===== config.mk =====
export PLATFORM = sky130hd
export DESIGN_NAME = exec_sequencer
export DESIGN_NICKNAME = d
export VERILOG_FILES = /design/src/rtl/omega8_pkg.sv /design/src/rtl/omega8_alu.sv /design/src/rtl/exec_sequencer.sv
export SDC_FILE = /design/constraint.sdc
export NUM_CORES = 1
export LEC_CHECK = 0
export ABC_AREA = 1
export CAP_MARGIN = 20
export CORE_MARGIN = 3
export CORE_UTILIZATION = 40
export CTS_CLUSTER_SIZE = 28
export DETAILED_ROUTE_END_ITERATION = 12
export SYNTH_ARGS = -nofsm -noshare
export SYNTH_HDL_FRONTEND = slang
export SYNTH_SLANG_ARGS = --single-unit

===== constraint.sdc =====
create_clock -name i_clk -period 2.09 [get_ports i_clk]
set_input_delay 0.209 -clock i_clk [delete_from_list [all_inputs] [get_ports i_clk]]
set_output_delay 0.209 -clock i_clk [all_outputs]
set_load 0.01 [all_outputs]

===== src/rtl/omega8_pkg.sv =====
// Shared definitions for the omega8 decode/execute stage: opcodes, instruction
// field positions, FSM state encoding and opcode classification helpers.
package omega8_pkg;

  localparam logic [3:0] OP_NOP  = 4'h0;
  localparam logic [3:0] OP_ADD  = 4'h1;
  localparam logic [3:0] OP_SUB  = 4'h2;
  localparam logic [3:0] OP_AND  = 4'h3;
  localparam logic [3:0] OP_OR   = 4'h4;
  localparam logic [3:0] OP_XOR  = 4'h5;
  localparam logic [3:0] OP_MOV  = 4'h6;
  localparam logic [3:0] OP_LDI  = 4'h7;
  localparam logic [3:0] OP_SHL  = 4'h8;
  localparam logic [3:0] OP_SHR  = 4'h9;
  localparam logic [3:0] OP_CMP  = 4'hA;
  localparam logic [3:0] OP_HALT = 4'hF;

  localparam int OPC_HI = 15;
  localparam int OPC_LO = 12;
  localparam int RD_HI  = 11;
  localparam int RD_LO  = 9;
  localparam int RS1_HI = 8;
  localparam int RS1_LO = 6;
  localparam int RS2_HI = 5;
  localparam int RS2_LO = 3;
  localparam int IMM_HI = 7;
  localparam int IMM_LO = 0;

  typedef enum logic [2:0] {
    ST_IDLE = 3'd0,
    ST_READ = 3'd1,
    ST_EXEC = 3'd2,
    ST_WB   = 3'd3,
    ST_HALT = 3'd4
  } state_t;

  function automatic logic writes_rd(input logic [3:0] op);
    case (op)
      OP_ADD, OP_SUB, OP_AND, OP_OR, OP_XOR,
      OP_MOV, OP_LDI, OP_SHL, OP_SHR: writes_rd = 1'b1;
      default:                        writes_rd = 1'b0;
    endcase
  endfunction

  function automatic logic updates_flags(input logic [3:0] op);
    case (op)
      OP_ADD, OP_SUB, OP_AND, OP_OR, OP_XOR,
      OP_SHL, OP_SHR, OP_CMP: updates_flags = 1'b1;
      default:                updates_flags = 1'b0;
    endcase
  endfunction

  // Opcodes 11..14 are the only unassigned encodings.
  function automatic logic is_illegal(input logic [3:0] op);
    is_illegal = (op >= 4'hB) && (op <= 4'hE);
  endfunction

endpackage


===== src/rtl/omega8_alu.sv =====
// Combinational omega8 ALU: computes the result and the carry/zero/negative
// flags for one instruction from the two register operands and the immediate.
module omega8_alu
  import omega8_pkg::*;
(
  input  logic [3:0] opcode,
  input  logic [7:0] a,
  input  logic [7:0] b,
  input  logic [7:0] imm,
  output logic [7:0] result,
  output logic       c,
  output logic       z,
  output logic       n
);

  logic [8:0] wide;

  // Add/subtract run on 9 bits so bit 8 is the carry or the borrow.
  always_comb begin
    wide   = 9'd0;
    result = 8'd0;
    c      = 1'b0;
    case (opcode)
      OP_ADD: begin
        wide   = {1'b0, a} + {1'b0, b};
        result = wide[7:0];
        c      = wide[8];
      end
      OP_SUB, OP_CMP: begin
        wide   = {1'b0, a} - {1'b0, b};
        result = wide[7:0];
        c      = wide[8];
      end
      OP_AND: result = a & b;
      OP_OR:  result = a | b;
      OP_XOR: result = a ^ b;
      OP_MOV: result = a;
      OP_LDI: result = imm;
      OP_SHL: begin
        result = {a[6:0], 1'b0};
        c      = a[7];
      end
      OP_SHR: begin
        result = {1'b0, a[7:1]};
        c      = a[0];
      end
      default: result = 8'd0;
    endcase
    z = (result == 8'd0);
    n = result[7];
  end

endmodule


===== src/rtl/exec_sequencer.sv =====
// omega8 decode/execute sequencer: runs each instruction through a fixed
// IDLE -> READ -> EXEC -> WB sequence around a dual-read, single-write regfile.
module exec_sequencer
  import omega8_pkg::*;
#(
  parameter bit ILLEGAL_HALTS = 1'b0
) (
  input  logic        i_clk,
  input  logic        i_rst,
  input  logic [15:0] i_instr,
  input  logic        i_instr_valid,
  output logic        o_instr_ready,
  output logic [2:0]  o_rf_r_address1,
  output logic [2:0]  o_rf_r_address2,
  output logic        o_rf_read,
  input  logic [7:0]  i_rf_data1,
  input  logic [7:0]  i_rf_data2,
  output logic [2:0]  o_rf_w_address,
  output logic [7:0]  o_rf_data,
  output logic        o_rf_write,
  output logic        o_flag_z,
  output logic        o_flag_c,
  output logic        o_flag_n,
  output logic        o_halted,
  output logic        o_illegal
);

  state_t      state_q;
  state_t      state_d;
  logic [15:0] instr_q;
  logic [7:0]  result_q;
  logic [2:0]  rd_q;
  logic        illegal_q;
  logic [3:0]  op_q;
  logic [7:0]  alu_result;
  logic        alu_c;
  logic        alu_z;
  logic        alu_n;

  assign op_q = instr_q[OPC_HI:OPC_LO];

  omega8_alu u_alu (
    .opcode (op_q),
    .a      (i_rf_data1),
    .b      (i_rf_data2),
    .imm    (instr_q[IMM_HI:IMM_LO]),
    .result (alu_result),
    .c      (alu_c),
    .z      (alu_z),
    .n      (alu_n)
  );

  always_ff @(posedge i_clk or posedge i_rst) begin
    if (i_rst) state_q <= ST_IDLE;
    else       state_q <= state_d;
  end

  // Everything architectural commits at the EXEC edge, so a reset before then
  // leaves no trace of the aborted instruction.
  always_ff @(posedge i_clk or posedge i_rst) begin
    if (i_rst) begin
      instr_q   <= 16'd0;
      result_q  <= 8'd0;
      rd_q      <= 3'd0;
      o_flag_z  <= 1'b0;
      o_flag_c  <= 1'b0;
      o_flag_n  <= 1'b0;
      illegal_q <= 1'b0;
    end else begin
      illegal_q <= 1'b0;
      if (state_q == ST_IDLE && i_instr_valid) instr_q <= i_instr;
      if (state_q == ST_EXEC) begin
        illegal_q <= is_illegal(op_q);
        if (writes_rd(op_q)) begin
          result_q <= alu_result;
          rd_q     <= instr_q[RD_HI:RD_LO];
        end
        if (updates_flags(op_q)) begin
          o_flag_z <= alu_z;
          o_flag_c <= alu_c;
          o_flag_n <= alu_n;
        end
      end
    end
  end

  always_comb begin
    state_d       = state_q;
    o_instr_ready = 1'b0;
    o_rf_read     = 1'b0;
    o_rf_write    = 1'b0;
    o_halted      = 1'b0;
    case (state_q)
      ST_IDLE: begin
        o_instr_ready = 1'b1;
        if (i_instr_valid) state_d = ST_READ;
      end
      ST_READ: begin
        o_rf_read = 1'b1;
        state_d   = ST_EXEC;
      end
      ST_EXEC: begin
        if (op_q == OP_HALT || (ILLEGAL_HALTS && is_illegal(op_q)))
          state_d = ST_HALT;
        else
          state_d = ST_WB;
      end
      ST_WB: begin
        o_rf_write = writes_rd(op_q);
        state_d    = ST_IDLE;
      end
      ST_HALT: begin
        o_halted = 1'b1;
        state_d  = ST_HALT;
      end
      default: state_d = ST_IDLE;
    endcase
  end

  assign o_rf_r_address1 = instr_q[RS1_HI:RS1_LO];
  assign o_rf_r_address2 = instr_q[RS2_HI:RS2_LO];
  assign o_rf_w_address  = rd_q;
  assign o_rf_data       = result_q;
  assign o_illegal       = illegal_q;

endmodule


# ---- Yosys cells after proc, flatten, opt, wreduce, memory -nomap -nowiden
# Memories as Yosys holds them, arrays and structs flattened.
# Cells that the tools add are included.
dict set report totals {
  memories 3
  register_bits 34
  elab_cells 53
  rom_bits 48
  inputBits 35
  output_inout_bits 25
}
# name depth width rd rd_clocked_by_memory_dff write_ports line_no
set memory_table {}
lappend memory_table {{(name not given)} 16 1 1 0 0 omega8_pkg.sv:38} ;# case (op)
lappend memory_table {{(name not given)} 16 1 1 0 0 omega8_pkg.sv:46} ;# case (op)
lappend memory_table {{(name not given)} 16 1 1 0 0 omega8_pkg.sv:38}
dict set report op_classes {
  eq_ne 16
  add_sub_neg 2
  bitwise 3
  reduce_logical 7
  mux 12
  order_cmp 2
}
# op count
set op_table {}
lappend op_table {{$pmux 8 s9} 1}
lappend op_table {{$eq 4x3->1 const B} 4}
lappend op_table {{$eq 4x4->1 const B} 4}
lappend op_table {{$pmux 3 s4} 1}
lappend op_table {{$add 8x8->9} 1}
lappend op_table {{$sub 8x8->9} 1}
lappend op_table {{$and 8x8->8} 1}
lappend op_table {{$eq 4x2->1 const B} 2}
lappend op_table {{$logic_not 8->1} 1}
lappend op_table {{$or 8x8->8} 1}
lappend op_table {{$xor 8x8->8} 1}
lappend op_table {{$mux 1} 7}
lappend op_table {{$eq 3x2->1 const B} 2}
lappend op_table {{$mux 3} 2}
lappend op_table {{$eq 4x1->1 const B} 1}
lappend op_table {{$ge 4x4->1 const B} 1}
lappend op_table {{$le 4x4->1 const B} 1}
lappend op_table {{$pmux 1 s4} 1}
lappend op_table {{$reduce_and 2->1} 2}
lappend op_table {{$eq 3x1->1 const B} 1}
lappend op_table {{$eq 3x3->1 const B} 1}
lappend op_table {{$logic_not 3->1} 1}
lappend op_table {{$logic_and 1x1->1} 2}
lappend op_table {{$ne 2x2->1 const B} 1}
lappend op_table {{$reduce_or 2->1} 1}

# ---- Logic depth before layout (Yosys ltp)
dict set report depth {
  ltp_word 4
  ltp_mapped 15
  mapped_depth_nobuf 15
}

# ---- Hierarchy
# From an unflattened synthesis, not the netlist that was laid out.
dict set report unflattened {
  cells_unflattened 461
  area_unflattened_um2 2992.9
}
# module n_inst cells_per_inst seq_area_each_um2 area_each_um2
set by_module_without_submodules {}
lappend by_module_without_submodules {exec_sequencer 1 171 850.8 1496.4}
lappend by_module_without_submodules {omega8_alu 1 290 0.0 1496.4}

# ---- Least setup slack after synthesis
# OpenSTA, ideal clock, no wires.
dict set report synth_timing {
  path_type {in2reg}
  start {input port i_rf_data1[0]}
  end {register o_flag_c}
  n_path_buf 0
  t_required_ns 1.967
  setup_ns 0.123
  path_slack_ns 0.425
  t_arrival_ns 1.542
  stages 11
  path_cell_list {inv_1 > ha_1 > fa_1 > inv_1 > nand4_1 > nand3_1 > a21oi_1 > o21ai_0 > nand2_1 > o21ai_0 > nand2_1}
}
dict set report synth_between {
  elab_chain_len 2
  elab_cells_between_ends 3
  cone_classes {add/sub (2); mux (1)}
}
# item line_no
set synth_rtl {}
lappend synth_rtl {{start, declared} exec_sequencer.sv:16} ;# input logic [7:0] i_rf_data1,
lappend synth_rtl {{$sub 8x8->9 or $add 8x8->9 (tied branches)} {omega8_alu.sv:30, omega8_alu.sv:25}}
lappend synth_rtl {{$pmux 1 s4 (*)} omega8_alu.sv:23} ;# case (opcode)
lappend synth_rtl {{end signal, assigned} exec_sequencer.sv:80} ;# o_flag_c <= alu_c;
lappend synth_rtl {{end, declared} exec_sequencer.sv:22} ;# output logic o_flag_c,
# Every way passes the cells marked *; elsewhere a longest branch is shown, timed or not.
# A chain may end at the register's enable or synchronous reset.

# ---- Worst setup path in the final report
dict set report layout_timing {
  start {input port i_rf_data1[2]}
  end {register o_flag_z}
}
dict set report layout_between {
  elab_chain_len 3
  elab_cells_between_ends 7
  cone_classes {add/sub (2); mux (1); bitwise (3); reduce/logical (1)}
}
# item line_no
set layout_rtl {}
lappend layout_rtl {{$sub 8x8->9, or another cell as far along} omega8_alu.sv:30} ;# wide = {1'b0, a} - {1'b0, b};
lappend layout_rtl {{$pmux 8 s9 (*)} omega8_alu.sv:23}
lappend layout_rtl {{$logic_not 8->1 (*)} omega8_alu.sv:49} ;# z = (result == 8'd0);
lappend layout_rtl {{end signal, assigned} exec_sequencer.sv:79} ;# o_flag_z <= alu_z;
lappend layout_rtl {{end, declared} exec_sequencer.sv:21} ;# output logic o_flag_z,
# Marks and branches as above.

==> run_results.csv <==
group,metric,value,unit
detailed_routing,wire_per_inst,13.7,um
sta,worst_slew_pin_slew,434,ps
yosys,synth.area.top_cells,"dfrtp_1 29%, nand2_1 15%, ha_1 10%",
grt,grt_pass1_vias,3004,
setup_path,cp.arrival,2140,ps
yosys,synthCells,438,
floorplan,fp.dieW,91.7,um
worst_hold_path,hp-class,"in2async",
detailed_routing,num_vias,3071,
sta,slew_viol_final,0,
clock_network,clk_path_buf_depth,2,
floorplan,coreArea,6940,um^2
grt,gr-total-overflow,0,
detailed_routing,drc,0,
yosys,synth_area,2940,um^2
setup_path,crit_family,"simple AND/OR/NAND/NOR gates",
yosys,synthTopCellsByCount,"120 x nand2_1, 60 x inv_1, 52 x nor2_1, 43 x nand3_1, 34 x dfrtp_1",
clock_network,cts_root_buf,"clkbuf_8",
floorplan,core.rowCount,30,
setup_path,reg2reg_to,"o_rf_data[1]$_DFFE_PP0P_",
floorplan,die_y,91.7,um
setup_path,crit_path_cell_trace,"clkdlybuf4s50_1, buf_4, ha_1, buf_4, a21oi_1, nand3_1, nand3_1, nand3_1, nor2_1, nand2_1, nor2_2, nand4_1, nand2_1",
floorplan,io-pin-count,60,
grt,grt_max_degree,35,
place,placed_cell_area,3940,um^2
clock_network,cts_tree,"yes",
yosys,syn_avg_cell_area,6.71,um^2
power_and_ir_drop,p_total,4.22,mW
yosys,ys_seq_area_frac,0.289,
setup_path,path_buf_inv,3,
detailed_routing,drtAntennaViolNets,0,
detailed_routing,firstDrtPassIters,5,
setup_path,crit_path_max_incr_delay,420,ps
setup_path,r2r_slack,230,ps
detailed_routing,top_layer,"met4",
yosys,syn_nets,499,
clock_network,insertion_delay,280,ps
grt,antenna_found_initial,0,
layout,syn_to_final_growth,40.7,%
detailed_routing,initialDrtViolationCount,132,
setup_path,worstSetupPathType,"in2reg",
layout,fin_area,4140,um^2
setup_path,r2r_cells,11,
run,drv_cap,0,
layout,drive_gt1_frac,0.198,
detailed_routing,drt-met1-wl,3990,um
setup_path,r2r-start,"instr_q[15]$_DFFE_PP0P_",
status,run_status,"completed",
sta,period_share,0.918,
clock_network,postCtsHoldBufs,0,
sta,hold_violations,0,
grt,grt_use_total,0.209,
detailed_routing,viasPerCell,4.79,
grt,grt_pass1_wl,14100,um
clock_network,clkSinkCount,34,
power_and_ir_drop,power_density,1020,nW/um^2
setup_path,startpoint,"i_rf_data1[2]",
sta,final-setup-viol-count,0,
setup_path,worstPathRequired,2310,ps
setup_path,start_kind,"input port",
place,gp_congestion,0.943,
layout,antenna_cells,0,
place,port_buffers,59,
clock_network,htreeDepth,2,
yosys,yosysMostFrequentCell,"nand2_1",
sta,fmax,521,MHz
clock_network,clk_pin_slew_worst_paths,70,ps
setup_path,critPathSlowestCell,"clkdlybuf4s50_1",
yosys,synth_edf_count,0,
yosys,yosys_register_bits,34,
floorplan,die_area,8420,um^2
sta,fin_skew,5.67,ps
yosys,synth_top_cell_area_share,0.289,
yosys,ys.flop_type,"dfrtp_1",
yosys,synth_area_leader_cell,"dfrtp_1",
detailed_routing,wirelength,8770,um
layout,final_nets,605,
detailed_routing,wl_met2,4230,um
detailed_routing,wl_met3,409,um
yosys,yosys_warnings,0,
sta,post-route-min-period,1920,ps
power_and_ir_drop,p_leak,2.16,nW
setup_path,crit_top_cell,"nand3_1",
setup_path,crit_path_max_fanout,4,
yosys,ys_types,31,
floorplan,initial_core_util,0.423,
sta,maxSlewHeadroom,0.710,
setup_path,cp-end-kind,"flip-flop",
place,detailed_place_hpwl,7010,um
power_and_ir_drop,vdd_drop_max,0.616,mV
clock_network,cts_made_buffers,5,
sta,rsz0062_at_grt,"no",
yosys,async_reset_ff_frac,1.00,
-- metrics by stage --
| step | std cells | hold slack, ps | worst slack (ps) | TNS [ps] | util |
|---|---|---|---|---|---|
| after floorplan | 438 | 351 | 425 | 0 | - |
| after global placement | 630 | 471 | -294 | -1480 | 0.567 |
| after detailed placement | 630 | 476 | -314 | -1770 | 0.567 |
| after CTS | 639 | 339 | 0.606 | 0 | 0.582 |
| after global routing | 641 | 385 | 6.36 | 0 | 0.596 |
| final | 641 | 323 | 172 | 0 | 0.596 |
-- per-layer routing --
layer	vias up	global-route usage
li1	1588	-
met1	1382	0.277
met2	89	0.355
met3	12	0.0312
met4	0	0.0545
met5	-	0
-- cells in the final DEF (no fill, tap or decap), types with 3 or more instances in the layout --
master           count
nand2_1            119
inv_1               60
clkdlybuf4s50_1     56
buf_4               55
nor2_1              49
nand3_1             43
dfrtp_1             31
a21oi_1             18
ha_1                17
o21ai_0             11
nor2_2              11
mux2_2               9
o21ai_1              7
nor3_1               6
clkbuf_8             6
nand2_2              5
inv_2                4
nand4_1              4
ha_2                 4
nand3b_1             3
ha_4                 3
dlymetal6s2s_1       3
dfrtp_2              3
-- worst max path at each step --
stage                                 to  slack [ps]  cells past startpoint
global placement    o_flag_z$_DFFE_PP0P_        -290                     14
finish              o_flag_z$_DFFE_PP0P_         170                     13
floorplan           o_flag_c$_DFFE_PP0P_         430                     11
global route        o_flag_z$_DFFE_PP0P_           6                     14
detailed placement  o_flag_z$_DFFE_PP0P_        -310                     15
CTS                           o_rf_write         0.6                      5
-- power by group --
part,internal (mW),total [mW],switching [mW]
Sequential,0.970,1.19,0.217
Clock,0.266,0.500,0.234
Combinational,1.17,2.53,1.36
-- registers in the layout, indices dropped and copies added, names as in the netlist --
name / count
o_rf_data: 8
o_illegal: 1
o_flag_n: 1
o_flag_c: 1
instr_q: 16
o_flag_z: 1
state_q: 3
o_rf_w_address: 3
-- worst register-to-register path: cells and delay by family (launching register included) --
kind | cells | cell delay (ps)
simple gates | 6 | 730
flops | 1 | 460
buf+inv | 4 | 420
compound gates | 1 | 160
-- cell families after synthesis --
group | synth area share
flops | 0.289
fa+ha+maj | 0.116
buf+inv | 0.117
simple gates | 0.361
compound gates | 0.0800
mux | 0.0345
xor+xnor | 0.00298
-- final cells by class --
cell class	count	area (um^2)
multi-input cells	325	1820
clock buffers	7	86.3
clock inverters	1	5.00
well taps	96	120
inverters	64	240
flip-flops and latches	34	855
repair buffers	114	1010
fillers	659	2810
-- timing repair --
item | CTS | global route
setup buffers | 1 | 2
endpoints found under the setup margin | 2 | 9
pin swaps | 2 | 2
resized for setup | 3 | 19
Note: power is estimated with default switching activity, not from simulation.
